File: src/rtl/fetch_pkg.sv
// Shared widths, state encoding and PC helpers for the instruction-fetch stage
// that sits directly upstream of the 512x32 imem.
package fetch_pkg;

    localparam int ADDR_W = 9;
    localparam int DATA_W = 32;

    localparam logic [ADDR_W-1:0] RESET_PC_DEFAULT = '0;
    localparam logic [ADDR_W-1:0] LAST_ADDR        = '1;

    typedef enum logic {
        ST_LOAD = 1'b0,
        ST_RUN  = 1'b1
    } state_e;

    // Word-address increment; wraps 511 -> 0 by width.
    function automatic logic [ADDR_W-1:0] pc_inc(input logic [ADDR_W-1:0] pc);
        return pc + ADDR_W'(1);
    endfunction

endpackage

File: src/rtl/fetch_if.sv
// Bundle of the load port, redirect, decode handshake and imem bus.
// The master modport is the fetch-unit side; slave is the environment side.
interface fetch_if;
    import fetch_pkg::*;

    logic              load_valid;
    logic [DATA_W-1:0] load_data;
    logic              load_done;
    logic              load_full;
    logic              redirect_valid;
    logic [ADDR_W-1:0] redirect_pc;
    logic              id_ready;
    logic              id_valid;
    logic [DATA_W-1:0] id_instr;
    logic [ADDR_W-1:0] id_pc;
    logic [ADDR_W-1:0] imem_addr;
    logic [DATA_W-1:0] imem_din;
    logic              imem_wea;
    logic [DATA_W-1:0] imem_dout;

    modport master (
        input  load_valid, load_data, load_done, redirect_valid, redirect_pc,
               id_ready, imem_dout,
        output load_full, id_valid, id_instr, id_pc, imem_addr, imem_din, imem_wea
    );

    modport slave (
        output load_valid, load_data, load_done, redirect_valid, redirect_pc,
               id_ready, imem_dout,
        input  load_full, id_valid, id_instr, id_pc, imem_addr, imem_din, imem_wea
    );

endinterface

File: src/rtl/fetch_loader.sv
// Boot-time program loader: walks load_ptr across imem and flags when all
// 512 words have been written, after which further beats are dropped.
module fetch_loader
    import fetch_pkg::*;
(
    input  logic              clk,
    input  logic              rst,
    input  logic              active_i,
    input  logic              load_valid_i,
    output logic [ADDR_W-1:0] load_ptr_o,
    output logic              load_full_o,
    output logic              wea_o
);

    logic [ADDR_W-1:0] load_ptr_q, load_ptr_d;
    logic              load_full_q, load_full_d;
    logic              write;

    assign write = active_i & load_valid_i & ~load_full_q;

    // The last slot sets full instead of advancing, so the pointer parks at 511.
    always_comb begin
        load_ptr_d  = load_ptr_q;
        load_full_d = load_full_q;
        if (write) begin
            if (load_ptr_q == LAST_ADDR) begin
                load_full_d = 1'b1;
            end else begin
                load_ptr_d = pc_inc(load_ptr_q);
            end
        end
    end

    always_ff @(posedge clk or posedge rst) begin
        if (rst) begin
            load_ptr_q  <= '0;
            load_full_q <= 1'b0;
        end else begin
            load_ptr_q  <= load_ptr_d;
            load_full_q <= load_full_d;
        end
    end

    assign load_ptr_o  = load_ptr_q;
    assign load_full_o = load_full_q;
    assign wea_o       = write & ~rst;

endmodule

File: src/rtl/fetch_unit.sv
// Instruction-fetch stage: program-load sequencing, PC generation and the
// imem address mux, hiding imem's one-cycle read latency from decode.
//
//   state   | meaning
//   --------+-------------------------------------------------------------
//   ST_LOAD | boot: imem written from the load port, decode sees nothing
//   ST_RUN  | fetching: one word per cycle to decode, redirect/stall aware
module fetch_unit
    import fetch_pkg::*;
#(
    parameter logic [ADDR_W-1:0] RESET_PC = RESET_PC_DEFAULT
) (
    input  logic  clk,
    input  logic  rst,
    fetch_if.master fetch_io
);

    state_e            state_q, state_d;
    logic [ADDR_W-1:0] pc_q, pc_d;
    logic [ADDR_W-1:0] req_pc_q, req_pc_d;
    logic              req_valid_q, req_valid_d;

    logic [ADDR_W-1:0] load_ptr;
    logic              loader_wea;

    fetch_loader u_loader (
        .clk          (clk),
        .rst          (rst),
        .active_i     (state_q == ST_LOAD),
        .load_valid_i (fetch_io.load_valid),
        .load_ptr_o   (load_ptr),
        .load_full_o  (fetch_io.load_full),
        .wea_o        (loader_wea)
    );

    always_ff @(posedge clk or posedge rst) begin
        if (rst) begin
            state_q <= ST_LOAD;
        end else begin
            state_q <= state_d;
        end
    end

    always_comb begin
        state_d = state_q;
        if (state_q == ST_LOAD && fetch_io.load_done) begin
            state_d = ST_RUN;
        end
    end

    always_ff @(posedge clk or posedge rst) begin
        if (rst) begin
            pc_q        <= RESET_PC;
            req_pc_q    <= '0;
            req_valid_q <= 1'b0;
        end else begin
            pc_q        <= pc_d;
            req_pc_q    <= req_pc_d;
            req_valid_q <= req_valid_d;
        end
    end

    // Address mux and request tracking. A stall re-presents req_pc so the
    // registered imem output keeps showing the same word.
    always_comb begin
        fetch_io.imem_addr = '0;
        fetch_io.imem_din  = '0;
        fetch_io.id_valid  = 1'b0;
        pc_d               = pc_q;
        req_pc_d           = req_pc_q;
        req_valid_d        = req_valid_q;
        unique case (state_q)
            ST_LOAD: begin
                fetch_io.imem_addr = load_ptr;
                fetch_io.imem_din  = fetch_io.load_data;
                if (fetch_io.load_done) begin
                    pc_d        = RESET_PC;
                    req_valid_d = 1'b0;
                end
            end
            ST_RUN: begin
                fetch_io.id_valid = req_valid_q & ~fetch_io.redirect_valid;
                if (fetch_io.redirect_valid) begin
                    fetch_io.imem_addr = fetch_io.redirect_pc;
                    req_pc_d           = fetch_io.redirect_pc;
                    req_valid_d        = 1'b1;
                    pc_d               = pc_inc(fetch_io.redirect_pc);
                end else if (req_valid_q && !fetch_io.id_ready) begin
                    fetch_io.imem_addr = req_pc_q;
                end else begin
                    fetch_io.imem_addr = pc_q;
                    req_pc_d           = pc_q;
                    req_valid_d        = 1'b1;
                    pc_d               = pc_inc(pc_q);
                end
            end
            default: ;
        endcase
    end

    assign fetch_io.imem_wea = loader_wea;
    assign fetch_io.id_instr = fetch_io.imem_dout;
    assign fetch_io.id_pc    = req_pc_q;

endmodule

File: src/flat_wrapper.sv
// flat-port wrapper written by rule: the top's interface ports become plain ports
module fetch_unit_flat import fetch_pkg::*;
#(
    parameter logic [ADDR_W-1:0] RESET_PC = RESET_PC_DEFAULT
)
  (clk, rst, fetch_io_load_valid, fetch_io_load_data, fetch_io_load_done, fetch_io_redirect_valid, fetch_io_redirect_pc, fetch_io_id_ready, fetch_io_imem_dout, fetch_io_load_full, fetch_io_id_valid, fetch_io_id_instr, fetch_io_id_pc, fetch_io_imem_addr, fetch_io_imem_din, fetch_io_imem_wea);
  fetch_if fetch_io_i ();
  input  logic clk;
  input  logic rst;
  input wire logic [$bits(fetch_io_i.load_valid)-1:0] fetch_io_load_valid;
  input wire logic [$bits(fetch_io_i.load_data)-1:0] fetch_io_load_data;
  input wire logic [$bits(fetch_io_i.load_done)-1:0] fetch_io_load_done;
  input wire logic [$bits(fetch_io_i.redirect_valid)-1:0] fetch_io_redirect_valid;
  input wire logic [$bits(fetch_io_i.redirect_pc)-1:0] fetch_io_redirect_pc;
  input wire logic [$bits(fetch_io_i.id_ready)-1:0] fetch_io_id_ready;
  input wire logic [$bits(fetch_io_i.imem_dout)-1:0] fetch_io_imem_dout;
  output wire logic [$bits(fetch_io_i.load_full)-1:0] fetch_io_load_full;
  output wire logic [$bits(fetch_io_i.id_valid)-1:0] fetch_io_id_valid;
  output wire logic [$bits(fetch_io_i.id_instr)-1:0] fetch_io_id_instr;
  output wire logic [$bits(fetch_io_i.id_pc)-1:0] fetch_io_id_pc;
  output wire logic [$bits(fetch_io_i.imem_addr)-1:0] fetch_io_imem_addr;
  output wire logic [$bits(fetch_io_i.imem_din)-1:0] fetch_io_imem_din;
  output wire logic [$bits(fetch_io_i.imem_wea)-1:0] fetch_io_imem_wea;
  assign fetch_io_i.load_valid = fetch_io_load_valid;
  assign fetch_io_i.load_data = fetch_io_load_data;
  assign fetch_io_i.load_done = fetch_io_load_done;
  assign fetch_io_i.redirect_valid = fetch_io_redirect_valid;
  assign fetch_io_i.redirect_pc = fetch_io_redirect_pc;
  assign fetch_io_i.id_ready = fetch_io_id_ready;
  assign fetch_io_i.imem_dout = fetch_io_imem_dout;
  assign fetch_io_load_full = fetch_io_i.load_full;
  assign fetch_io_id_valid = fetch_io_i.id_valid;
  assign fetch_io_id_instr = fetch_io_i.id_instr;
  assign fetch_io_id_pc = fetch_io_i.id_pc;
  assign fetch_io_imem_addr = fetch_io_i.imem_addr;
  assign fetch_io_imem_din = fetch_io_i.imem_din;
  assign fetch_io_imem_wea = fetch_io_i.imem_wea;
  fetch_unit #(.RESET_PC(RESET_PC)) u_core (.clk(clk), .rst(rst), .fetch_io(fetch_io_i));
endmodule
File: config.mk
export PLATFORM = sky130hd
export DESIGN_NAME = fetch_unit_flat
export DESIGN_NICKNAME = d
export VERILOG_FILES = /design/src/rtl/fetch_pkg.sv /design/src/rtl/fetch_if.sv /design/src/rtl/fetch_loader.sv /design/src/rtl/fetch_unit.sv /design/src/flat_wrapper.sv
export SDC_FILE = /design/constraint.sdc
export NUM_CORES = 1
export LEC_CHECK = 0
export ABC_AREA = 1
export CORE_AREA = 2 2 124 66
export DETAILED_ROUTE_END_ITERATION = 8
export DIE_AREA = 0 0 126 68
export GPL_TIMING_DRIVEN = 0
export PLACE_DENSITY = 0.87
export SLEW_MARGIN = 25
export SYNTH_ARGS = -nofsm -noshare
export SYNTH_HDL_FRONTEND = slang
export SYNTH_SLANG_ARGS = --single-unit
File: constraint.sdc
create_clock -name clk -period 1.6 [get_ports clk]
set_input_delay 0.32 -clock clk [delete_from_list [all_inputs] [get_ports clk]]
set_output_delay 0.32 -clock clk [all_outputs]
set_load 0.01 [all_outputs]
; ---- After elaboration in Yosys (flattened, before gate mapping)
; Cells that the tools add are included.
[word_totals]
ff_bits = 30
in_bits = 79
out_inout_bits = 85
elab_cells = 40
[op_classes]
add_sub_neg = 3
n_eq_ne = 3
muxes = 13
bitwise = 9
reduce_logical = 6
[ops]
columns = op, count
row1 = $mux W9, 5
row2 = $pmux W9 S2, 2
row3 = $mux W32, 1
row4 = $add A9 B1 Y9 const B, 3
row5 = $eq A9 B9 Y1 const B, 1
row6 = $reduce_and A2 Y1, 3
row7 = $not A1 Y1, 5
row8 = $and A1 B1 Y1, 4
row9 = $mux W1, 4
row10 = $ne A3 B3 Y1 const B, 1
row11 = $logic_and A1 B1 Y1, 2
row12 = $ne A2 B2 Y1 const B, 1
row13 = $pmux W1 S2, 1
row14 = $logic_not A1 Y1, 1

; ---- Depth between registers and ports, before layout
; Gate-level depths: netlist of run 1.
[logic_depth]
ltp_word = 5
depth_mapped = 11
mapped_depth_nobuf = 11

; ---- Cells and area by module
; A second synthesis of run 1 with hierarchy kept.
[hier_totals]
cells_unflattened = 365
area_unflattened_um2 = 2453.6
[by_module_without_submodules]
columns = module, instances, cells_each, area_per_inst_um2, seq_area_each_um2
row1 = fetch_unit, 1, 302, 1911.8, 500.5
row2 = fetch_loader, 1, 63, 541.8, 250.2

; ---- Worst setup path after synthesis of run 1
; No wires, ideal clock.
[synth_path]
kind = register to register
start = register u_core.u_loader.load_ptr_q[0], in the netlist u_core.u_loader.load_ptr_o[0]
end = register u_core.u_loader.load_ptr_q[5], in the netlist u_core.u_loader.load_ptr_o[5]
setup_ns = 0.120
arrival_time_ns = 1.531
required_time_ns = 1.480
slack_ns = -0.052
path_stages_with_launch = 11
n_path_buf = 0
period_less_slack_ns = 1.652
path_cell_list = dfrtp_1 -> ha_1 -> inv_1 -> nor3_1 -> ha_1 -> inv_1 -> nand4_1 -> nor2_1 -> nand2_1 -> o21ai_0 -> nand2_1
[synth_between]
elab_chain_len = 3
elab_cells_between_ends = 4
classes_between = 1 x add/sub / 1 x eq/ne / 1 x bitwise / 1 x reduce/logical
[synth_lines]
columns = item, line
row1 = from (decl), fetch_loader.sv:15  ; logic [ADDR_W-1:0] load_ptr_q, load_ptr_d;
row2 = from (signal assigned), fetch_loader.sv:39  ; load_ptr_q <= load_ptr_d;
row3 = "parallel branches: the longest is 3 deep, another holds $add A9 B1 Y9", --
; Several ways; the timed one is not identified.
; A chain may end at the register's enable or synchronous reset.

; ---- Worst setup path in the final report of run 1
[layout_path]
start = register u_core.req_valid_q
end = output port fetch_io_imem_addr[7]
[layout_between]
elab_chain_len = 4
[layout_lines]
columns = item, line
row1 = from (decl), fetch_unit.sv:21  ; logic req_valid_q, req_valid_d;
row2 = from (signal assigned), fetch_unit.sv:59  ; req_valid_q <= req_valid_d;
row3 = $logic_and A1 B1 Y1, fetch_unit.sv:88  ; end else if (req_valid_q && !fetch_io.id_ready) begin
row4 = $mux W9, fetch_unit.sv:88
row5 = $mux W9, --
row6 = $pmux W9 S2, fetch_unit.sv:72  ; unique case (state_q)
row7 = to (decl), flat_wrapper.sv:21  ; output wire logic [$bits(fetch_io_i.imem_addr)-1:0] fetch_io_imem_addr;
; Every way passes these cells.

==> flow_metrics.py, run 1 <==
metrics = {
    "outcome": {
        "status": "complete, but fails checks",
        "violations": "negative setup slack",
    },
    "worst_setup_path": {
        "path_cells": "nand2_4 -> buf_8 -> nor2_4 -> a21oi_2 -> o21ai_2 -> nand2_1 -> buf_2",
        "endpoint": "fetch_io_imem_addr[7]",
        "crit_family": "flip-flops",
        "critPathSlowestCell": "dfrtp_2",
        "worstPathArrival_ps": 1440,
        "cp.depth": 7,
        "worstRegToRegCells": 10,
        "worstReg2RegStart": "u_core.u_loader.load_ptr_o[0]",
        "crit_buf_inv": 2,
        "crit_type": "reg2out",
        "reg2reg_slack_ps": -90,
        "critPathCaptureType": "output pin",
        "r2r-end": "u_core.u_loader.load_ptr_o[5]",
        "worstPathMaxFanout": 5,
        "critPathMaxStageDelay_ps": 410,
        "startpoint": "u_core.req_valid_q",
        "critical_path_required_ps": 1280,
        "start_kind": "flip-flop",
    },
    "cts": {
        "htreeDepth": 2,
        "clk_pin_slew_worst_paths_ps": 50,
        "clk_latency_ps": 280,
        "clockBufferDepth": 2,
        "root_buffer": "clkbuf_16",
        "cts_tree": "done",
        "cts_sinks": 30,
        "numCtsBuffers": 5,
    },
    "pwr": {
        "p_per_area_nw_per_um2": 581,
        "p_leak_nw": 2.34,
        "p_total_mw": 2.67,
        "ir_drop_uv": 385,
    },
    "sta": {
        "setup_ws_ps": -162,
        "rsz0062_at_grt": "yes",
        "fmax_ghz": 0.568,
        "skew_ps": 3.18,
        "setup_viol": 26,
        "tns_ps": -1700,
        "min_period_ps": 1760,
        "hold_ws_ps": 484,
        "final_hold_viol_count": 0,
        "worst_pin_slew_ps": 663,
        "report.final.slew_viol_count": 0,
        "maxSlewHeadroom_pct": 55.7,
        "finalCritPeriodShare_pct": 110,
    },
    "placement": {
        "port_buffers": 131,
        "place.detailed.hpwl_um": 6500,
        "place_ws_ps": -991,
        "gp_congestion": 0.906,
        "postPlaceCellArea_um2": 3740,
        "placed_cells": 579,
    },
    "yosys": {
        "yosysTopAreaCell": "dfrtp_1",
        "synth_nets": 430,
        "synthSimpleGateAreaFrac_pct": 35.3,
        "synth_top_family_by_area": "simple AND/OR/NAND/NOR gates",
        "syn_area_um2": 2310,
        "ys_warn_count": 0,
        "avgSynthCellArea_um2": 6.63,
        "seq_area_frac_synth_pct": 32.6,
        "ys_seq_elements": 30,
        "synth_mux_area_share_pct": 0,
        "ys_types": 28,
        "yosys.area.top_type_share_pct": 32.6,
        "synth_compound_area_share_pct": 6.67,
        "synth_xor_xnor_area_share_pct": 1.90,
        "yosys.area_share.adder_pct": 1.63,
        "netlist_instances": 348,
        "synth_area_leaders": "dfrtp_1, nand2_1, buf_4",
    },
    "global_routing": {
        "grtUsageMet3_pct": 4.61,
        "grtUsageMet2_pct": 28.4,
        "busiest_layer": "met1",
        "grtUsageMet1_pct": 28.6,
        "grt_use_total_pct": 19.4,
        "grt_max_degree": 31,
        "antenna_found_initial": 0,
        "grt_pass1_wl_um": 12900,
        "grt_overflow": 0,
        "grt_pass1_vias": 2457,
    },
    "routing": {
        "wire_per_inst_um": 15.2,
        "dr.first_iter.drc_count": 256,
        "via_count": 2852,
        "drc": 0,
        "drtAntennaViolNets": 0,
        "wl_um": 9370,
        "viasPerCell": 4.63,
        "dr.pass1.iters": 5,
    },
    "final_layout": {
        "mostFrequentLayoutCells": "nand2_1, clkdlybuf4s50_1, buf_4",
        "area_delta_synth_final_pct": 99.0,
        "stdcell_area_um2": 4590,
        "nNetsFinal": 597,
        "fin_cells": 616,
        "final_util_pct": 60.4,
        "num_antenna_cells": 0,
        "layout_commonest_cell": "nand2_1",
        "drive_gt1_share_pct": 42.1,
    },
    "die": {
        "pin_count": 164,
        "design.core.area_um2": 7600,
        "die_w_um": 126,
        "rows": 23,
        "die_area_um2": 8570,
        "start_util_pct": 30.4,
        "dieHeight_um": 68,
    },
    "worst_hold_path": {
        "min_path_cells": 2,
        "hold_path_class": "reg2reg",
    },
    "job": {
        "drv_cap": 0,
    },
}
how the worst min path moves through the flow:
stage                                    end           start  slack, ps
finish                        u_core.pc_q[5]  u_core.pc_q[5]        480
detailed placement            u_core.pc_q[3]  u_core.pc_q[3]        470
global route                  u_core.pc_q[3]  u_core.pc_q[3]        510
CTS                           u_core.pc_q[3]  u_core.pc_q[3]        480
floorplan           u_core.fetch_io.id_pc[0]             rst        410
global placement              u_core.pc_q[7]  u_core.pc_q[7]        460
sequential cells by signal, summed over array words and instances (netlist names):
signal                       flops
u_core.pc_q                      9
u_core.fetch_io.id_pc            9
u_core.state_q                   1
u_core.u_loader.load_full_o      1
u_core.req_valid_q               1
u_core.u_loader.load_ptr_o       9
cell families (layout without fill, tap and decap cells):
logic type               count (synthesis)  count (layout)
adder cells (fa/ha/maj)                  3               3
AND/OR/NAND/NOR                        181             181
XOR/XNOR                                 5               5
buffers and inverters                  100             268
AO/OA/AOI/OAI                           29              29
flip-flops                              30              30
synth_stat cells (all sizes together):
cell and n:
nand2 116, inv 59, nor2 48, buf 35, dfrtp 30, o21ai 20, nand3 9, a21oi 7
clkbuf 6, nand4 4, xor2 4, ha 3, nor3 2, a22o 1, nand3b 1, o22ai 1
or2 1, xnor2 1
routing by layer:
metal,routed length (um),vias to the layer above
met5,0,-
met2,4450,108
li1,-,1351
met1,4120,1375
met4,131,0
met3,665,18
timing repair:
action | CTS | global route
cloned | 1 | 5
buffers inserted | 12 | 12
hold endpoints to repair | 0 | 0
setup endpoints to repair | 53 | 55
gates resized for setup | 248 | 108
hold buffers | 0 | 0
pin swaps | 14 | 39
where the power goes:
part           internal, mW  switching, mW  total [mW]
Combinational         0.431          0.388       0.819
Clock                 0.617          0.355       0.971
Sequential            0.823         0.0542       0.877
layout make-up:
| class | instances | area (um2) |
|---|---|---|
| fillers | 657 | 3010 |
| repair buffers | 160 | 1570 |
| multi-input cells | 218 | 1380 |
| flip-flops and latches | 30 | 754 |
| plain buffers | 41 | 393 |
| inverters | 59 | 226 |
| clock buffers | 7 | 143 |
| well taps | 100 | 125 |
| clock inverters | 1 | 5.00 |
tightest hold or removal path, cell delays in order (launching register included):
cell and delay [ps]:
dfrtp_1 340, nand2_1 50, nand2_1 60
Note: power is estimated with default switching activity, not from simulation.
==> inputs of run 2 (changes only) <==
SLEW_MARGIN = 20   (was 25)
==> results of run 2 <==
No change in the layout: final DEF, timing and power equal those of run 1.
